$ cat config.mk
export PLATFORM = sky130hd
export DESIGN_NAME = hyperram_seq
export DESIGN_NICKNAME = d
export VERILOG_FILES = /design/src/rtl/hyperram_seq.sv
export SDC_FILE = /design/constraint.sdc
export NUM_CORES = 1
export LEC_CHECK = 0
export BUFFER_PORTS_ARGS = -buffer_cell sky130_fd_sc_hd__buf_2
export CELL_PAD_IN_SITES_DETAIL_PLACEMENT = 1
export CELL_PAD_IN_SITES_GLOBAL_PLACEMENT = 2
export CORE_ASPECT_RATIO = 1.75
export CORE_MARGIN = 4
export CORE_UTILIZATION = 23
export CTS_CLUSTER_SIZE = 30
export DETAILED_ROUTE_END_ITERATION = 12
export PLACE_DENSITY_LB_ADDON = 0.1
export SLEW_MARGIN = 20
export SYNTH_ARGS = -nofsm -noshare
export SYNTH_HDL_FRONTEND = slang
export SYNTH_SLANG_ARGS = --single-unit
$ cat constraint.sdc
create_clock -name clk0_i -period 1.9 [get_ports clk0_i]
set_input_delay 0.38 -clock clk0_i [delete_from_list [all_inputs] [get_ports clk0_i]]
set_output_delay 0.38 -clock clk0_i [all_outputs]
set_load 0.005 [all_outputs]
$ cat src/rtl/hyperram_seq.sv
// rtl/hyperram_seq.sv - HyperRAM linear-burst transaction sequencer feeding the DDR I/O buffer.
// Optional: define HRAM_VARLAT_EN to take the initial latency from rwds_in sampled during CA1.
module hyperram_seq #(
  parameter int ADDR_W = 22,
  parameter int LAT    = 6,
  parameter int RD_DLY = 3,
  parameter int TRWR   = 3
) (
  input  logic              clk0_i,
  input  logic              rst_i,
  input  logic              req_i,
  input  logic              we_i,
  input  logic [ADDR_W-1:0] addr_i,
  input  logic [7:0]        len_i,
  output logic              ack_o,
  input  logic [15:0]       wdata_i,
  output logic              wready_o,
  output logic [15:0]       rdata_o,
  output logic              rvalid_o,
  output logic              done_o,
  output logic [15:0]       io_datain_o,
  input  logic [15:0]       io_dataout_i,
  output logic              io_oe_clk_o,
  output logic              io_oe_data_o,
  output logic              cs_n_o,
  output logic              rwds_oe_o,
  output logic              rwds_out_o,
  input  logic              rwds_in_i
);

  typedef enum logic [3:0] {
    S_IDLE, S_SETUP, S_CA0, S_CA1, S_CA2, S_LATW, S_WDATA, S_RDATA, S_HOLD, S_RECOV
  } state_t;

  localparam logic [8:0] LAT_LONG_LAST  = 9'(2 * LAT - 2);
  localparam logic [8:0] LAT_SHORT_LAST = 9'(LAT - 2);
  localparam logic [8:0] RECOV_LAST     = 9'(TRWR - 1);
  // Every pipe stage except the output one; HOLD may exit while the last token is emerging.
  localparam logic [RD_DLY-1:0] LOW_MASK = RD_DLY'((1 << (RD_DLY - 1)) - 1);

  state_t              state_q, state_d;
  logic [8:0]          cnt_q, cnt_d;
  logic                we_q;
  logic [ADDR_W-1:0]   addr_q;
  logic [7:0]          len_q;
  logic                done_q, done_d;
  logic                lat_long_q;
  logic [RD_DLY-1:0]   pipe_q;
  logic                push;
  logic                lat_long;
  logic [8:0]          lat_last;
  logic [47:0]         ca;

  assign ca = {~we_q, 1'b0, 1'b1, {(29 - (ADDR_W - 3)){1'b0}}, addr_q[ADDR_W-1:3], 13'b0, addr_q[2:0]};

`ifdef HRAM_VARLAT_EN
  assign lat_long = lat_long_q;
`else
  // Without variable latency the sampled RWDS has no effect: always double latency.
  assign lat_long = lat_long_q | 1'b1;
`endif

  assign lat_last = lat_long ? LAT_LONG_LAST : LAT_SHORT_LAST;

  always_comb begin
    state_d      = state_q;
    cnt_d        = cnt_q;
    done_d       = 1'b0;
    push         = 1'b0;
    ack_o        = 1'b0;
    cs_n_o       = 1'b1;
    io_oe_clk_o  = 1'b0;
    io_oe_data_o = 1'b0;
    io_datain_o  = 16'h0000;
    rwds_oe_o    = 1'b0;
    rwds_out_o   = 1'b0;
    wready_o     = 1'b0;
    case (state_q)
      S_IDLE: begin
        // The IDLE-entry cycle carries done; a held request is taken one cycle later.
        if (req_i && !done_q && !rst_i) begin
          ack_o   = 1'b1;
          state_d = S_SETUP;
        end
      end
      S_SETUP: begin
        cs_n_o  = 1'b0;
        state_d = S_CA0;
      end
      S_CA0, S_CA1, S_CA2: begin
        cs_n_o       = 1'b0;
        io_oe_clk_o  = 1'b1;
        io_oe_data_o = 1'b1;
        if (state_q == S_CA0) begin
          io_datain_o = ca[47:32];
          state_d     = S_CA1;
        end else if (state_q == S_CA1) begin
          io_datain_o = ca[31:16];
          state_d     = S_CA2;
        end else begin
          io_datain_o = ca[15:0];
          cnt_d       = 9'd0;
          state_d     = S_LATW;
        end
      end
      S_LATW: begin
        cs_n_o      = 1'b0;
        io_oe_clk_o = 1'b1;
        if (cnt_q == lat_last) begin
          cnt_d   = 9'd0;
          state_d = we_q ? S_WDATA : S_RDATA;
        end else begin
          cnt_d = cnt_q + 9'd1;
        end
      end
      S_WDATA, S_RDATA: begin
        cs_n_o      = 1'b0;
        io_oe_clk_o = 1'b1;
        if (state_q == S_WDATA) begin
          io_oe_data_o = 1'b1;
          rwds_oe_o    = 1'b1;
          wready_o     = 1'b1;
          io_datain_o  = wdata_i;
        end else begin
          push = 1'b1;
        end
        if (cnt_q == {1'b0, len_q}) begin
          cnt_d   = 9'd0;
          state_d = S_HOLD;
        end else begin
          cnt_d = cnt_q + 9'd1;
        end
      end
      S_HOLD: begin
        cs_n_o = 1'b0;
        if ((pipe_q & LOW_MASK) == '0) begin
          cnt_d   = 9'd0;
          state_d = S_RECOV;
        end
      end
      S_RECOV: begin
        if (cnt_q == RECOV_LAST) begin
          cnt_d   = 9'd0;
          done_d  = 1'b1;
          state_d = S_IDLE;
        end else begin
          cnt_d = cnt_q + 9'd1;
        end
      end
      default: state_d = S_IDLE;
    endcase
  end

  always_ff @(posedge clk0_i) begin
    if (rst_i) begin
      state_q    <= S_IDLE;
      cnt_q      <= 9'd0;
      we_q       <= 1'b0;
      addr_q     <= '0;
      len_q      <= 8'd0;
      done_q     <= 1'b0;
      lat_long_q <= 1'b0;
      pipe_q     <= '0;
    end else begin
      state_q <= state_d;
      cnt_q   <= cnt_d;
      done_q  <= done_d;
      pipe_q  <= (pipe_q << 1) | RD_DLY'(push);
      if (ack_o) begin
        we_q   <= we_i;
        addr_q <= addr_i;
        len_q  <= len_i;
      end
      if (state_q == S_CA1) begin
        lat_long_q <= rwds_in_i;
      end
    end
  end

  assign rvalid_o = pipe_q[RD_DLY-1];
  assign rdata_o  = pipe_q[RD_DLY-1] ? io_dataout_i : 16'h0000;
  assign done_o   = done_q;

endmodule

==> flow_summary.toml <==
[run_status]
status = "complete, but fails checks"
violations = "negative setup slack"

[pwr]
powerDensity_mw_per_mm2 = 807.4
peakVddDrop_v = 0.0003585
leakage_nw = 1.793
pwr-share-clk = 0.336
p_switching_w = 0.0009268
combPwrFrac = 0.281
swShare = 0.3032
seqPwrFrac = 0.383
intPower_w = 0.002130
power_w = 0.003057

[logic_synthesis]
ys.flop_type = "dfxtp_1"
netlist_area_sq_mm = 0.002535
synth-compound-area-share = 0.2379
yosys-top-cells-area = "dfxtp_1 38%, nand2_1 12%, a21oi_1 8.9%"
async_reset_ff_frac = 0
ys_warn_count = 0
syn_area_per_cell_sq_um = 7.590
synth_commonest_cells = "79 x nand2_1, 48 x dfxtp_1, 45 x a21oi_1"
synth_cells = 334
synth-edff-count = 0
synth_top_cell_by_area = "dfxtp_1"
synthAdderAreaFrac = 0.009872
seq_area_frac_synth = 0.3791
synth_cell_types = 44
synth_top_area_share = 0.3791
synthMuxAreaShare = 0
synth_top_family_by_area = "simple AND/OR/NAND/NOR gates"
yosys.cell_count.top_type = "nand2_1"
syn_nets = 403
synthSimpleGateAreaFrac = 0.2695
ys_ff_latch = 48
synth_xor_area_frac = 0.04146

[place]
port_buffers = 105
gp_congestion = 0.7644
dp_hpwl_um = 7038
place_area_sq_mm = 0.003314

[setup_path]
worstReg2RegEnd = "cnt_q[6]$_SDFFE_PP0P_"
cp.arrival_ns = 2.10
cp-start-kind = "flop"
worst-path-max-fanout = 8
endpoint_kind = "flop"
rr_worst_depth = 8
critical_path.startpoint = "cnt_q[0]$_SDFFE_PP0P_"
r2r_setup_slack_ns = -0.02
r2r_start = "cnt_q[0]$_SDFFE_PP0P_"
cp_data_required_time_ns = 2.08
path_class = "flop to flop"

[cts]
cts_inserted_buffers = 5
cts.sinks = 48
h-tree-depth = 2
cts-root-buf = "clkbuf_16"
clock_latency_ns = 0.29
clockBufferDepth = 2
cts_tree = "done"
path_clk_slew_ns = 0.07

[global_routing]
grt_util_met1 = 0.1400
grt.met3_usage = 0.03030
met2_usage = 0.2995
grt_pass1_wl_um = 15000
grt.busiest_layer = "met2"
grt_overflow = 0
grt_max_degree = 32
grt_antenna_before_repair = 0
grt.total_usage = 0.1493
grt_pass1_vias = 3069

[finish]
n_fill_cell = 1361
design_area_sq_mm = 0.003786
drive_above_1_share = 0.4203
areaGrowthSynthToFinish_pct = 49.36
finalNetCount = 532
diodes = 0

[worst_hold_path]
worstHoldPathCells = 3
hp-start = "len_i[6]"
min_to = "len_q[6]$_SDFFE_PP0P_"
hp-class = "input port to flop"

[floorplanning]
die_w_um = 87.36
die_y_um = 146.9
dieArea_sq_mm = 0.01283
io_pins = 108
core_sq_mm = 0.01076
std_cell_rows = 50
initial_core_util = 0.2356

[sta]
period_needed_ns = 1.920
slew_violations = 0
max_freq_mhz = 520.7
fin_ws_ns = -0.02048
skew_ns = 0.005810
period_share = 1.011
setup_violations = 8
rsz0062_at_grt = "yes"
hold_violations = 0
setup-tns-final_ns = -0.08475

[detailed_routing]
avgViaCountPerCell = 4.710
drtIter0Drc = 67
ant_nets = 0
drc = 0
vias = 2798
firstDrtPassIters = 4
wl_per_cell_um = 16.06
postRouteWirelength_um = 9539

[flow_run]
cap_violations = 0
## worst max path at each step
stage	endpoint	slack, ns	cells after the start
2_1_floorplan	cnt_q[4]$_SDFFE_PP0P_	0.07	8
3_3_place_gp	cnt_q[5]$_SDFFE_PP0P_	-0.08	8
3_5_place_dp	cnt_q[6]$_SDFFE_PP0P_	-0.13	8
4_1_cts	cnt_q[6]$_SDFFE_PP0P_	-0.07	8
5_1_grt	cnt_q[6]$_SDFFE_PP0P_	-0.15	8
6_report	cnt_q[6]$_SDFFE_PP0P_	-0.02	8
## flip-flops by register name, summed over array words and instances (netlist names)
signal,count
pipe_q,3
state_q,4
len_q,8
cnt_q,9
addr_q,22
we_q,1
done_o,1
## area by class of cell
cell class,count,area [sq um],share of cell area
tap,130,162.7,0.04296
clock buffer,5,125.1,0.03305
sequential,48,972.2,0.2568
multi-input combinational,253,1559,0.4118
clock inverter,3,42.54,0.01124
timing repair buffer,149,902.1,0.2383
inverter,6,22.52,0.005948
## power groups by stage
stage                     logic (W)  registers (W)  clock network [W]
after floorplan            0.000429        0.00114                  0
after global placement     0.000720        0.00117                  0
after detailed placement   0.000727        0.00117                  0
after CTS                  0.000812        0.00116            0.00106
after global routing       0.000952        0.00119            0.00110
final                      0.000860        0.00117            0.00103
## cells by family (layout without fill, tap and decap cells)
logic type,count (synthesis),count (layout)
other cells,1,1
compound gates,92,92
fa+ha+maj,2,2
simple gates,146,146
flops,48,48
buf+inv,33,163
xor+xnor,12,12
## critical path, stage by stage, from the launching register on
cell and delay, ns:
dfxtp_2 0.32, inv_2 0.05, ha_1 0.12, or4b_4 0.49, nor4_4 0.27, a311oi_4 0.11, buf_6 0.20, o22ai_2 0.15
a21oi_2 0.07
## per-layer routing
metal / wire length [um] / share of wire / up-vias
li1: - / - / 1395
met1: 3331 / 0.35 / 1321
met2: 5534 / 0.58 / 69
met3: 449 / 0.047 / 13
met4: 224 / 0.023 / 0
met5: 0 / 0 / -
## through the flow
| stage | setup slack (ns) | instances | hold WS [ns] | utilization |
|---|---|---|---|---|
| after floorplan | 0.06526 | 334 | 0.4360 | - |
| after global placement | -0.07894 | 570 | 0.4422 | 0.3080 |
| after detailed placement | -0.1270 | 570 | 0.4485 | 0.3080 |
| after CTS | -0.06627 | 588 | 0.3110 | 0.3413 |
| after global routing | -0.1487 | 594 | 0.3166 | 0.3519 |
| final | -0.02048 | 594 | 0.3195 | 0.3519 |
## timing repair
| action | 4_1_cts | 5_1_grt |
|---|---|---|
| hold endpoints to repair | 0 | 0 |
| endpoints found under the setup margin | 30 | 30 |
| gates cloned | 1 | 1 |
| buffers inserted | 9 | 5 |
| gates resized for setup | 33 | 21 |
| pin swaps | 8 | 20 |
| hold buffers | 0 | 0 |
## layout by cell type, fill, tap and decap left out, types with 4 or more instances in the layout
cell type / count
nor2b_1: 7
a21oi_1: 43
buf_6: 9
xor2_1: 9
o22ai_2: 6
nand3_1: 4
buf_2: 105
dfxtp_1: 43
and2_1: 18
nand2_1: 77
inv_1: 4
a22o_1: 11
nor2_1: 14
clkbuf_16: 5
buf_4: 34
No activity file was read; power rests on OpenSTA's default activity.
